File: src/rtl/biriscv_iq_pkg.sv
// Shared widths, info-bit indices and entry layout for the dual-issue instruction queue.
package biriscv_iq_pkg;

    localparam int IQ_INFO_W       = 8;
    localparam int IQ_INFO_EXEC    = 0;
    localparam int IQ_INFO_LSU     = 1;
    localparam int IQ_INFO_BRANCH  = 2;
    localparam int IQ_INFO_MUL     = 3;
    localparam int IQ_INFO_DIV     = 4;
    localparam int IQ_INFO_CSR     = 5;
    localparam int IQ_INFO_RD_VALID = 6;
    localparam int IQ_INFO_INVALID = 7;

    localparam int IQ_FAULT_W = 2;
    localparam int IQ_ENTRY_W = IQ_INFO_W + IQ_FAULT_W + 32 + 32;

    // Packing order {info, fault, pc, instr}
    typedef struct packed {
        logic [IQ_INFO_W-1:0]  info;
        logic [IQ_FAULT_W-1:0] fault;
        logic [31:0]           pc;
        logic [31:0]           instr;
    } iq_entry_t;

endpackage

File: src/rtl/biriscv_iq_ram.sv
// DEPTH-entry register array for the instruction queue: two write ports, two async read ports.
module biriscv_iq_ram
    import biriscv_iq_pkg::*;
#(
    parameter int DEPTH   = 8,
    parameter int DEPTH_W = 3
)(
    input  logic               clk_i,
    input  logic               wr0_en_i,
    input  logic [DEPTH_W-1:0] wr0_addr_i,
    input  iq_entry_t          wr0_data_i,
    input  logic               wr1_en_i,
    input  logic [DEPTH_W-1:0] wr1_addr_i,
    input  iq_entry_t          wr1_data_i,
    input  logic [DEPTH_W-1:0] rd0_addr_i,
    output iq_entry_t          rd0_data_o,
    input  logic [DEPTH_W-1:0] rd1_addr_i,
    output iq_entry_t          rd1_data_o
);

    iq_entry_t ram_q [DEPTH];

    // Payload is not reset; validity comes entirely from the top's count.
    always_ff @(posedge clk_i) begin
        if (wr0_en_i) ram_q[wr0_addr_i] <= wr0_data_i;
        if (wr1_en_i) ram_q[wr1_addr_i] <= wr1_data_i;
    end

    assign rd0_data_o = ram_q[rd0_addr_i];
    assign rd1_data_o = ram_q[rd1_addr_i];

endmodule

File: src/rtl/biriscv_inst_queue.sv
// Dual-issue instruction queue between fetch and issue; flushed on branch_request_i.
// Optional sticky fault squash enabled by defining BIRISCV_IQ_FAULT_SQUASH_EN.
module biriscv_inst_queue
    import biriscv_iq_pkg::*;
#(
    parameter int DEPTH   = 8,
    parameter int DEPTH_W = 3
)(
    input  logic                  clk_i,
    input  logic                  rst_i,
    input  logic                  branch_request_i,
    input  logic                  in0_valid_i,
    input  logic [31:0]           in0_instr_i,
    input  logic [31:0]           in0_pc_i,
    input  logic [IQ_FAULT_W-1:0] in0_fault_i,
    input  logic [IQ_INFO_W-1:0]  in0_info_i,
    output logic                  in0_accept_o,
    input  logic                  in1_valid_i,
    input  logic [31:0]           in1_instr_i,
    input  logic [31:0]           in1_pc_i,
    input  logic [IQ_FAULT_W-1:0] in1_fault_i,
    input  logic [IQ_INFO_W-1:0]  in1_info_i,
    output logic                  in1_accept_o,
    output logic                  out0_valid_o,
    output logic [31:0]           out0_instr_o,
    output logic [31:0]           out0_pc_o,
    output logic [IQ_FAULT_W-1:0] out0_fault_o,
    output logic [IQ_INFO_W-1:0]  out0_info_o,
    input  logic                  out0_accept_i,
    output logic                  out1_valid_o,
    output logic [31:0]           out1_instr_o,
    output logic [31:0]           out1_pc_o,
    output logic [IQ_FAULT_W-1:0] out1_fault_o,
    output logic [IQ_INFO_W-1:0]  out1_info_o,
    input  logic                  out1_accept_i,
    output logic [DEPTH_W:0]      count_o
);

    logic [DEPTH_W-1:0] wr_ptr_q, rd_ptr_q;
    logic [DEPTH_W:0]   count_q;
    logic               squash_q;
    logic               space0, space1;
    logic               push0, push1, pop0, pop1;
    iq_entry_t          wr0_data, wr1_data, rd0_data, rd1_data;

    assign space0 = (count_q <= (DEPTH_W+1)'(DEPTH-1));
    assign space1 = (count_q <= (DEPTH_W+1)'(DEPTH-2));

    // Squashed fetch is still accepted (so fetch drains) but never written.
    assign in0_accept_o = space0 | squash_q;
    assign in1_accept_o = space1 | squash_q;

    assign push0 = in0_valid_i & space0 & ~squash_q;
    assign push1 = in1_valid_i & space1 & push0;

    assign out0_valid_o = (count_q >= (DEPTH_W+1)'(1));
    assign out1_valid_o = (count_q >= (DEPTH_W+1)'(2));

    assign pop0 = out0_valid_o & out0_accept_i;
    assign pop1 = out1_valid_o & out1_accept_i & pop0;

    always_ff @(posedge clk_i or posedge rst_i) begin
        if (rst_i) begin
            wr_ptr_q <= '0;
            rd_ptr_q <= '0;
            count_q  <= '0;
        end else if (branch_request_i) begin
            wr_ptr_q <= '0;
            rd_ptr_q <= '0;
            count_q  <= '0;
        end else begin
            wr_ptr_q <= wr_ptr_q + DEPTH_W'(push0) + DEPTH_W'(push1);
            rd_ptr_q <= rd_ptr_q + DEPTH_W'(pop0) + DEPTH_W'(pop1);
            count_q  <= count_q + (DEPTH_W+1)'(push0) + (DEPTH_W+1)'(push1)
                                - (DEPTH_W+1)'(pop0) - (DEPTH_W+1)'(pop1);
        end
    end

`ifdef BIRISCV_IQ_FAULT_SQUASH_EN
    // Flush wins over a faulted push in the same cycle.
    always_ff @(posedge clk_i or posedge rst_i) begin
        if (rst_i)
            squash_q <= 1'b0;
        else if (branch_request_i)
            squash_q <= 1'b0;
        else if ((push0 & |in0_fault_i) | (push1 & |in1_fault_i))
            squash_q <= 1'b1;
    end
`else
    assign squash_q = 1'b0;
`endif

    assign wr0_data = '{info: in0_info_i, fault: in0_fault_i, pc: in0_pc_i, instr: in0_instr_i};
    assign wr1_data = '{info: in1_info_i, fault: in1_fault_i, pc: in1_pc_i, instr: in1_instr_i};

    biriscv_iq_ram #(.DEPTH(DEPTH), .DEPTH_W(DEPTH_W)) u_ram (
        .clk_i      (clk_i),
        .wr0_en_i   (push0 & ~branch_request_i),
        .wr0_addr_i (wr_ptr_q),
        .wr0_data_i (wr0_data),
        .wr1_en_i   (push1 & ~branch_request_i),
        .wr1_addr_i (wr_ptr_q + DEPTH_W'(1)),
        .wr1_data_i (wr1_data),
        .rd0_addr_i (rd_ptr_q),
        .rd0_data_o (rd0_data),
        .rd1_addr_i (rd_ptr_q + DEPTH_W'(1)),
        .rd1_data_o (rd1_data)
    );

    assign out0_instr_o = out0_valid_o ? rd0_data.instr : '0;
    assign out0_pc_o    = out0_valid_o ? rd0_data.pc    : '0;
    assign out0_fault_o = out0_valid_o ? rd0_data.fault : '0;
    assign out0_info_o  = out0_valid_o ? rd0_data.info  : '0;
    assign out1_instr_o = out1_valid_o ? rd1_data.instr : '0;
    assign out1_pc_o    = out1_valid_o ? rd1_data.pc    : '0;
    assign out1_fault_o = out1_valid_o ? rd1_data.fault : '0;
    assign out1_info_o  = out1_valid_o ? rd1_data.info  : '0;

    assign count_o = count_q;

    a_count_bound: assert property (@(posedge clk_i) disable iff (rst_i)
        count_q <= (DEPTH_W+1)'(DEPTH))
        else $error("instruction queue count overflow");

endmodule

File: config.mk
export PLATFORM = sky130hd
export DESIGN_NAME = biriscv_inst_queue
export DESIGN_NICKNAME = d
export VERILOG_FILES = /design/src/rtl/biriscv_iq_pkg.sv /design/src/rtl/biriscv_iq_ram.sv /design/src/rtl/biriscv_inst_queue.sv
export SDC_FILE = /design/constraint.sdc
export NUM_CORES = 1
export LEC_CHECK = 0
export CAP_MARGIN = 15
export CORE_AREA = 2 2 282 284
export DETAILED_ROUTE_END_ITERATION = 16
export DIE_AREA = 0 0 284 286
export PLACE_DENSITY_LB_ADDON = 0.3
export SYNTH_ARGS = -nofsm -noshare
export SYNTH_HDL_FRONTEND = slang
export SYNTH_HIERARCHICAL = 1
export SYNTH_SLANG_ARGS = --single-unit
File: constraint.sdc
create_clock -name clk_i -period 22.9 [get_ports clk_i]
set_input_delay 4.58 -clock clk_i [delete_from_list [all_inputs] [get_ports clk_i]]
set_output_delay 4.58 -clock clk_i [all_outputs]
set_load 0.01 [all_outputs]
* Yosys cells after proc, flatten, opt, wreduce, memory -nomap -nowiden
Memories as Yosys holds them, arrays and structs flattened.
Index checks and enable logic that the tools add are counted.
** Word-level totals
- Register bits after elaboration :: 10
- Bits in writable memories :: 592
- Input port bits :: 155
- Output and inout bits :: 156
- Memories kept :: 1
** Operators by class
- $add $sub $neg :: 10
- Order comparisons :: 4
- Muxes and demuxes :: 15
- Bitwise logic cells :: 9
** Memory list
- u_ram.ram_q :: depth 8, bits a word 74, read ports 2, clocked after Yosys merged registers in 0, write ports 2, RTL line biriscv_iq_ram.sv:21 : iq_entry_t ram_q [DEPTH];
** Operators with widths (count)
- $mux 32 :: 4
- $mux 8 :: 2
- $add 3x1->3 :: 4
- $add 4x1->4 :: 2
- $and 1x1->1 :: 8
- $le 4x3->1 const B :: 2
- $sub 4x1->4 :: 2
- $add 3x1->3 const B :: 2
- $mux 3 :: 2
- $ge 4x1->1 const B :: 1
- $ge 4x2->1 const B :: 1
- $mux 1 :: 4
- $mux 2 :: 2
- $mux 4 :: 1
- $not 1->1 :: 1

* Depth between registers and ports, before layout
Gate-level depths: netlist (run 1).
- Depth in word-level cells :: 7
- Gate-level depth with buffers :: 14
- Depth with buffers taken out :: 13

* Cells and area by module
The synthesis (run 1) kept the hierarchy.
** By module, submodules not included
- biriscv_iq_ram :: times used 1, cells an instance 1796, area an instance 33895.0 sq um, seq. area each 17777.0 sq um
- biriscv_inst_queue :: times used 1, cells an instance 234, area an instance 1705.4 sq um, seq. area each 250.2 sq um

* Worst setup path before layout (run 1)
Ideal clock, no wire load.
- Path type :: input port to flip-flop
- From :: in branch_request_i
- To :: mem u_ram/ram_q[0][0] (netlist name) (enable)
- Arrival :: 10477 ps
- Path slack :: 11808 ps
- Stages on the path :: 4
- Cells stage by stage :: nand2b_1 a21oi_1 nand2b_1 o31ai_1
** RTL lines
- start, declared :: RTL line biriscv_inst_queue.sv:11 : input logic branch_request_i,
- end, declared :: RTL line biriscv_iq_ram.sv:21

==> results of run 1 <==
## worst max-delay path by stage
stage                      from           endpoint  slack [ps]  cells after the start
2_1_floorplan  branch_request_i  u_ram/ram_q[0][0]       11810                      4
3_3_place_gp        rd_ptr_q[0]    out1_instr_o[2]       13400                      7
3_5_place_dp        rd_ptr_q[0]   out1_instr_o[13]       13390                      7
4_1_cts             rd_ptr_q[0]    out1_instr_o[2]       12750                      7
5_1_grt             rd_ptr_q[0]    out1_instr_o[2]       12420                      7
6_report            rd_ptr_q[0]    out1_instr_o[2]       12880                      7
## synth_stat cells
| cell type | number |
|---|---|
| sky130_fd_sc_hd__ha_1 | 9 |
| sky130_fd_sc_hd__clkbuf_1 | 42 |
| sky130_fd_sc_hd__clkbuf_2 | 3 |
| sky130_fd_sc_hd__o31ai_1 | 1 |
| sky130_fd_sc_hd__mux2_2 | 691 |
| sky130_fd_sc_hd__nor2_1 | 7 |
| sky130_fd_sc_hd__buf_1 | 20 |
| sky130_fd_sc_hd__nand4_1 | 1 |
| sky130_fd_sc_hd__or3_1 | 1 |
| sky130_fd_sc_hd__nand3_1 | 1 |
| sky130_fd_sc_hd__a31o_2 | 1 |
| sky130_fd_sc_hd__buf_2 | 63 |
| sky130_fd_sc_hd__nand2_1 | 5 |
| sky130_fd_sc_hd__buf_4 | 27 |
| sky130_fd_sc_hd__xor2_1 | 2 |
| sky130_fd_sc_hd__mux4_2 | 296 |
| sky130_fd_sc_hd__and4bb_2 | 3 |
| sky130_fd_sc_hd__nor3b_2 | 1 |
| sky130_fd_sc_hd__buf_6 | 8 |
| sky130_fd_sc_hd__dfrtp_1 | 10 |
| sky130_fd_sc_hd__nand4b_1 | 3 |
| sky130_fd_sc_hd__o21ai_0 | 4 |
| sky130_fd_sc_hd__xnor2_1 | 3 |
| sky130_fd_sc_hd__and3_1 | 2 |
| sky130_fd_sc_hd__nor3_1 | 2 |
| sky130_fd_sc_hd__and2_1 | 74 |
| sky130_fd_sc_hd__fa_1 | 4 |
| sky130_fd_sc_hd__nor2b_1 | 79 |
| sky130_fd_sc_hd__nand2b_2 | 1 |
| sky130_fd_sc_hd__o21bai_1 | 2 |
| sky130_fd_sc_hd__edfxtp_1 | 592 |
| sky130_fd_sc_hd__inv_1 | 13 |
| sky130_fd_sc_hd__a21boi_0 | 1 |
| sky130_fd_sc_hd__nand2b_1 | 4 |
| sky130_fd_sc_hd__nor4_1 | 1 |
| sky130_fd_sc_hd__a21oi_1 | 2 |
| sky130_fd_sc_hd__mux2_4 | 49 |
| sky130_fd_sc_hd__or4b_4 | 1 |
| sky130_fd_sc_hd__a211oi_1 | 1 |
## per-stage QoR
stage	utilization, %	area [sq um]
after floorplan	-	35600
after global placement	50.59	39640
after detailed placement	50.59	39640
after CTS	53.53	41940
after global routing	53.56	41970
final	53.56	41970
## placed cells by master (no fill, tap or decap), drive strengths merged, types with 2 or more instances in the layout
cell type / n
mux4: 296
nor3: 2
buf: 42
dfrtp: 10
diode: 10
nor2b: 79
nand4b: 3
and4bb: 3
and3: 2
o21ai: 4
fa: 4
nand2: 5
nor2: 7
edfxtp: 592
and2: 74
clkinv: 21
o21bai: 2
bufinv: 7
nand2b: 5
clkbuf: 91
clkdlybuf4s50: 310
mux2: 740
inv: 15
ha: 9
xnor2: 3
a21oi: 2
xor2: 2
## power breakdown
part | total, W | internal (W) | switching [W]
sequential | 0.00137 | 0.00130 | 0.0000639
clock | 0.00114 | 0.000686 | 0.000451
combinational | 0.00174 | 0.000926 | 0.000814
## layer usage
| layer | GRT usage (%) | vias up | part of all wire (%) |
|---|---|---|---|
| li1 | - | 8876 | - |
| met1 | 32.80 | 11140 | 40 |
| met2 | 42.90 | 900 | 49 |
| met3 | 6.132 | 205 | 7.9 |
| met4 | 9.487 | 32 | 2.8 |
| met5 | 0 | - | 0.20 |
## worst reg2reg max path, cell delays in order (launching register included)
cell                       delay (ps)
sky130_fd_sc_hd__dfrtp_1          620
sky130_fd_sc_hd__inv_1            140
sky130_fd_sc_hd__ha_1             240
sky130_fd_sc_hd__and3_1           230
sky130_fd_sc_hd__nor4_1           900
sky130_fd_sc_hd__and4bb_4         880
sky130_fd_sc_hd__a31o_4           740
sky130_fd_sc_hd__buf_4            770
## sequential cells by signal, summed over array words and instances (netlist names)
register and flops:
count_o 4, u_ram/ram_q 592, wr_ptr_q 3, rd_ptr_q 3
## kinds of logic (layout without fill, tap and decap cells)
family | Yosys count | after routing | synth area share, %
other | 0 | 10 | 0
buffers and inverters | 176 | 487 | 2.541
adders and majority gates | 13 | 13 | 0.5413
muxes | 1036 | 1036 | 42.65
xor gates and xnor gates | 5 | 5 | 0.1230
and+or+nand+nor | 186 | 186 | 3.293
AOI/OAI and AO/OA | 12 | 12 | 0.2144
DFF | 602 | 602 | 50.64
## final cells by class
cell class	instances	share of cell area (%)
sequential	602	42.98
multi-input combinational	1252	40.06
timing repair buffer	352	8.145
clock buffer	91	4.716
tap	1050	3.130
clock inverter	31	0.7722
inverter	13	0.1342
antenna	10	0.05963
==> impl_table.tex, run 1 <==
\begin{tabular}{lr}
\hline
Metric & Value \\
\hline
\multicolumn{2}{l}{\textbf{Global routing}} \\
\quad Remaining global-route overflow & 0 \\
\quad Pin count of the biggest net entering global routing & 66 \\
\quad Number of antenna violations at the first check in global routing & 25 \\
\quad Via count of the first global-routing pass & 23010 \\
\quad GRT Total Usage & 25.72\% \\
\quad Wire length of the first global-routing pass & 153.3 mm \\
\multicolumn{2}{l}{\textbf{Layout}} \\
\quad Number of non-filler instances in the completed layout & 3401 \\
\quad Synthesis-to-finish area growth & 17.89\% \\
\quad FILL cells & 6263 \\
\quad Total area of multi-input combinational cells & 16810 sq um \\
\quad Area taken by flip-flops and latches & 18040 sq um \\
\quad Net count, final & 2461 \\
\quad Layout cell share with drive strength beyond 1 & 50.96\% \\
\multicolumn{2}{l}{\textbf{Synth}} \\
\quad Flip-flop and latch count after synthesis & 602 \\
\quad Combined area of all synthesized cells & 35600 sq um \\
\quad Number of distinct standard cells referenced by the synthesized netlist & 39 \\
\quad Post-Syn Instances & 2030 \\
\quad Mean Syn Cell Area & 17.54 sq um \\
\quad Share of Yosys cell area claimed by the top area cell type & 49.93\% \\
\quad Sequential cell area fraction in the yosys report & 50.64\% \\
\quad Total nets after synthesis & 2198 \\
\quad Largest area contributor in the netlist & sky130\_fd\_sc\_hd\_\_edfxtp\_1 \\
\quad Cell types occupying the most area after synthesis & sky130\_fd\_sc\_hd\_\_edfxtp\_1 (50\%), sky130\_fd\_sc\_hd\_\_mux2\_2 (22\%), sky130\_fd\_sc\_hd\_\_mux4\_2 (19\%), sky130\_fd\_sc\_hd\_\_mux2\_4 (2.1\%), sky130\_fd\_sc\_hd\_\_nor2b\_1 (1.4\%) \\
\quad Number of warning messages in the yosys log & 6 \\
\multicolumn{2}{l}{\textbf{Worst setup path}} \\
\quad Endpoint of the worst-slack reg-to-reg timing path & u\_ram/ram\_q[2][42] \\
\quad Top delay family on crit path & buffers and inverters \\
\quad Arrival time of data at the critical path endpoint & 5440 ps \\
\quad Slack of the worst reg-to-reg path & 17940 ps \\
\quad Worst path slowest cell & sky130\_fd\_sc\_hd\_\_buf\_4 \\
\quad Startpoint kind of the worst setup timing path & flop \\
\quad Reg-to-reg startpoint & count\_o[3] \\
\quad Highest cell delay on the worst timing path & 840 ps \\
\quad Number of buffer and inverter stages on the critical path & 4 \\
\quad CP Class & reg -> out \\
\quad Nature of the critical path endpoint & output port \\
\quad Ordered cell list for the critical path & inv\_8 > buf\_4 > buf\_4 > mux4\_2 > mux2\_2 > and2\_1 > clkdlybuf4s50\_1 \\
\quad Required time at the worst-slack endpoint & 18320 ps \\
\quad Crit path max fanout & 65 \\
\quad Most repeated library cell on the critical path & sky130\_fd\_sc\_hd\_\_buf\_4 \\
\quad Count of cells along the worst register-to-register path & 7 \\
\multicolumn{2}{l}{\textbf{Floorplan}} \\
\quad Area of the core & 78360 sq um \\
\quad Cell Rows & 103 \\
\quad Number of primary I/O pins & 311 \\
\quad Effective utilization at floorplan & 45.43\% \\
\quad Die Outline Area & 81220 sq um \\
\quad Vertical extent of the die & 286 microns \\
\quad Die X-Extent & 284 microns \\
\multicolumn{2}{l}{\textbf{CTS}} \\
\quad TritonCTS clock tree & yes \\
\quad Postcts setup bufs & 0 \\
\quad Root buf cell & sky130\_fd\_sc\_hd\_\_clkbuf\_16 \\
\quad Number of buffers created by CTS & 72 \\
\quad Total number of clock tree sinks & 602 \\
\quad Clock insertion delay at the later pin of the skew report & 610 ps \\
\quad Maximum buffer depth of the clock tree & 3 \\
\quad Total of cells resized after clock tree synthesis & 0 \\
\quad Total number of H-tree levels & 3 \\
\quad CTS hold repair buffers & 0 \\
\quad Clock Pin Slew Worst Setup and Hold Paths & 60 ps \\
\multicolumn{2}{l}{\textbf{Routing}} \\
\quad Number of DRC markers in iteration 0 & 1613 \\
\quad WL/cell & 30.77 microns \\
\quad DRT antenna net count & 0 \\
\quad Total wire length & 104.7 mm \\
\quad First-pass DRT Iterations & 5 \\
\quad Via-per-instance ratio & 6.220 \\
\quad Total number of vias & 21150 \\
\quad Post-route DRC violation count & 0 \\
\multicolumn{2}{l}{\textbf{Power}} \\
\quad Highest ir drop seen on vdd & 0.07547 mV \\
\quad Power density over the cells & 101.2 nW/um\^{}2 \\
\quad Final Power & 0.004245 W \\
\quad Leakage component of the power & 13.57 nW \\
\multicolumn{2}{l}{\textbf{Status}} \\
\quad Result of the run & finished, final reports clean \\
\multicolumn{2}{l}{\textbf{STA}} \\
\quad Final-report hold violation count & 0 \\
\quad Count of final max-slew check failures & 0 \\
\quad RSZ-0062 raised after global routing & false \\
\quad Final Cycle Share & 43.74\% \\
\quad Transition at the pin with the smallest max-transition slack & 1194 ps \\
\quad Worst setup margin & 12880 ps \\
\quad Slew margin rel. & 20.40\% \\
\quad Final hold slack & 665.1 ps \\
\quad Minimum clock period & 10020 ps \\
\quad Total Neg Setup Slack & 0 ps \\
\quad Final setup vio count & 0 \\
\quad Maximum achievable frequency & 99.84 MHz \\
\quad Max Clock Skew & 14.92 ps \\
\multicolumn{2}{l}{\textbf{Placed design}} \\
\quad Number of cells after detailed placement & 3269 \\
\quad Half-perimeter wire length after placement & 57.69 mm \\
\quad GPL Wtd Cong & 0.7665 \\
\quad PortBufs & 310 \\
\quad Worst slack at placement & 13390 ps \\
\multicolumn{2}{l}{\textbf{Min path}} \\
\quad Cell depth of the worst hold path & 2 \\
\quad Hold path startpoint & count\_o[2] \\
\quad Hold Crit Class & reg -> reg \\
\quad Endpoint of the worst hold-timing path & count\_o[2] \\
\multicolumn{2}{l}{\textbf{Run}} \\
\quad Max-cap violations & 0 \\
\hline
\end{tabular}
(Power assumes the default switching activity.)
==> inputs of run 2 (changes only) <==
==> constraint.sdc (replaced) <==
create_clock -name clk_i -period 9.26 [get_ports clk_i]
set_input_delay 1.852 -clock clk_i [delete_from_list [all_inputs] [get_ports clk_i]]
set_output_delay 1.852 -clock clk_i [all_outputs]
set_load 0.01 [all_outputs]
==> impl_table.tex, run 2 (synthesis gave the netlist of run 1 again) <==
\begin{tabular}{lr}
\hline
Metric & Value \\
\hline
\multicolumn{2}{l}{\textbf{Layout}} \\
\quad Most common library cell in the layout ignoring fill and taps & sky130\_fd\_sc\_hd\_\_mux2\_2 \\
\quad Layout cell share with drive strength beyond 1 & 50.68\% \\
\quad Largest Register & u\_ram/ram\_q \\
\quad Max reg flops & 592 \\
\quad Top library cells by usage in the layout, fill and taps aside & sky130\_fd\_sc\_hd\_\_mux2\_2 (691), sky130\_fd\_sc\_hd\_\_edfxtp\_1 (592), sky130\_fd\_sc\_hd\_\_clkdlybuf4s50\_1 (310) \\
\quad FILL cells & 6344 \\
\quad Synthesis-to-finish area growth & 17.11\% \\
\quad Net count, final & 2457 \\
\quad Final standard cell utilization of the core & 53.21\% \\
\multicolumn{2}{l}{\textbf{Global routing}} \\
\quad Via count of the first global-routing pass & 22710 \\
\quad Wire length of the first global-routing pass & 149.9 mm \\
\quad Remaining global-route overflow & 0 \\
\quad GRT Total Usage & 25.09\% \\
\quad Number of antenna violations at the first check in global routing & 27 \\
\quad Pin count of the biggest net entering global routing & 106 \\
\multicolumn{2}{l}{\textbf{Min path}} \\
\quad Hold Crit Class & reg -> reg \\
\multicolumn{2}{l}{\textbf{Floorplan}} \\
\quad Area of the core & 78360 sq um \\
\quad Die X-Extent & 284 microns \\
\quad Number of primary I/O pins & 311 \\
\quad Vertical extent of the die & 286 microns \\
\quad Effective utilization at floorplan & 45.43\% \\
\quad Cell Rows & 103 \\
\quad Die Outline Area & 81220 sq um \\
\multicolumn{2}{l}{\textbf{STA}} \\
\quad RSZ-0062 raised after global routing & false \\
\quad Transition at the pin with the smallest max-transition slack & 1164 ps \\
\quad Minimum clock period & 6839 ps \\
\quad Final setup vio count & 0 \\
\quad Slew margin rel. & 22.42\% \\
\quad Total Neg Setup Slack & 0 ps \\
\quad Final Cycle Share & 73.85\% \\
\quad Maximum achievable frequency & 146.2 MHz \\
\quad Max Clock Skew & 22.65 ps \\
\quad Final hold slack & 714.0 ps \\
\quad Count of final max-slew check failures & 0 \\
\quad Final-report hold violation count & 0 \\
\multicolumn{2}{l}{\textbf{Worst setup path}} \\
\quad Crit path max fanout & 58 \\
\quad Most repeated library cell on the critical path & sky130\_fd\_sc\_hd\_\_buf\_4 \\
\quad Ordered cell list for the critical path & ha\_4 > xor2\_4 > buf\_4 > buf\_4 > mux4\_2 > mux2\_2 > and2\_1 > clkdlybuf4s50\_1 \\
\quad Highest cell delay on the worst timing path & 1090 ps \\
\quad Critical path origin & rd\_ptr\_q[1] \\
\quad Slack of the worst reg-to-reg path & 4950 ps \\
\quad Total number of cells along the worst setup path & 8 \\
\quad Nature of the critical path endpoint & output port \\
\quad Startpoint kind of the worst setup timing path & flop \\
\quad Capture point of the critical path & out1\_pc\_o[2] \\
\quad Arrival time of data at the critical path endpoint & 4990 ps \\
\quad Count of cells along the worst register-to-register path & 8 \\
\quad Reg-to-reg startpoint & count\_o[3] \\
\quad Endpoint of the worst-slack reg-to-reg timing path & u\_ram/ram\_q[2][28] \\
\quad Top delay family on crit path & buffers and inverters \\
\quad Worst path slowest cell & sky130\_fd\_sc\_hd\_\_dfrtp\_4 \\
\quad Required time at the worst-slack endpoint & 7410 ps \\
\quad CP Class & reg -> out \\
\quad Number of buffer and inverter stages on the critical path & 3 \\
\multicolumn{2}{l}{\textbf{CTS}} \\
\quad Root buf cell & sky130\_fd\_sc\_hd\_\_clkbuf\_16 \\
\quad Clock insertion delay at the later pin of the skew report & 620 ps \\
\quad Total of cells resized after clock tree synthesis & 0 \\
\quad CTS hold repair buffers & 0 \\
\quad Total number of clock tree sinks & 602 \\
\quad Number of buffers created by CTS & 68 \\
\quad TritonCTS clock tree & yes \\
\quad Postcts setup bufs & 0 \\
\quad Maximum buffer depth of the clock tree & 3 \\
\quad Total number of H-tree levels & 3 \\
\quad Clock Pin Slew Worst Setup and Hold Paths & 60 ps \\
\multicolumn{2}{l}{\textbf{Run}} \\
\quad Max-cap violations & 0 \\
\multicolumn{2}{l}{\textbf{Placed design}} \\
\quad GPL Wtd Cong & 0.7536 \\
\quad Half-perimeter wire length after placement & 56.49 mm \\
\quad PortBufs & 310 \\
\multicolumn{2}{l}{\textbf{Power}} \\
\quad Highest ir drop seen on vdd & 0.2195 mV \\
\quad Final Power & 0.01017 W \\
\quad Power density over the cells & 244.0 nW/um\^{}2 \\
\quad Leakage component of the power & 13.43 nW \\
\multicolumn{2}{l}{\textbf{Routing}} \\
\quad First-pass DRT Iterations & 5 \\
\quad Total number of vias & 21100 \\
\quad Via-per-instance ratio & 6.201 \\
\quad DRT antenna net count & 0 \\
\quad WL/cell & 30.26 microns \\
\quad Number of DRC markers in iteration 0 & 1854 \\
\quad Total wire length & 102.9 mm \\
\quad Post-route DRC violation count & 0 \\
\multicolumn{2}{l}{\textbf{Status}} \\
\quad Result of the run & finished, final reports clean \\
\hline
\end{tabular}
-- run 2: layer usage --
metal	routed length (microns)	track usage, %
met1	40440	31.90
met2	51750	42.63
met3	7430	5.159
met4	3115	9.224
met5	191	0
-- run 2: area by class of cell --
cell class / instances / area [sq um] / share of cell area, %
diodes: 14 / 35.03 / 0.08403
clock buffers: 92 / 1854 / 4.448
clock inverters: 27 / 152.6 / 0.3661
inverters: 13 / 56.30 / 0.1351
multi-input cells: 1252 / 16810 / 40.33
flip-flops and latches: 602 / 18040 / 43.27
well taps: 1050 / 1314 / 3.151
repair buffers: 352 / 3428 / 8.223
-- run 2: how the worst min path moves through the flow --
stage | startpoint | to | slack, ps | depth (start not counted)
final | count_o[2] | count_o[2] | 710 | 2
after CTS | count_o[2] | count_o[2] | 710 | 2
after global routing | count_o[2] | count_o[2] | 770 | 2
after detailed placement | count_o[2] | count_o[2] | 710 | 2
after global placement | count_o[2] | count_o[2] | 690 | 2
after floorplan | rd_ptr_q[2] | rd_ptr_q[2] | 590 | 2
-- run 2: tightest hold or removal path: stages, from the launching register on --
cell and delay, ps:
sky130_fd_sc_hd__dfrtp_1 440, sky130_fd_sc_hd__fa_1 200, sky130_fd_sc_hd__nor2_1 40
-- run 2: metrics by stage --
stage	cells	setup WS, ps	area [sq um]
floorplan	2030	895.6	35600
global placement	3268	3051	39640
detailed placement	3268	2905	39640
CTS	3387	2384	41650
global route	3398	2278	41680
finish	3402	2421	41690
-- run 2: power by group --
group | internal [W] | switching [W]
logic | 0.00229 | 0.00201
registers | 0.00323 | 0.000139
clock network | 0.00141 | 0.00110
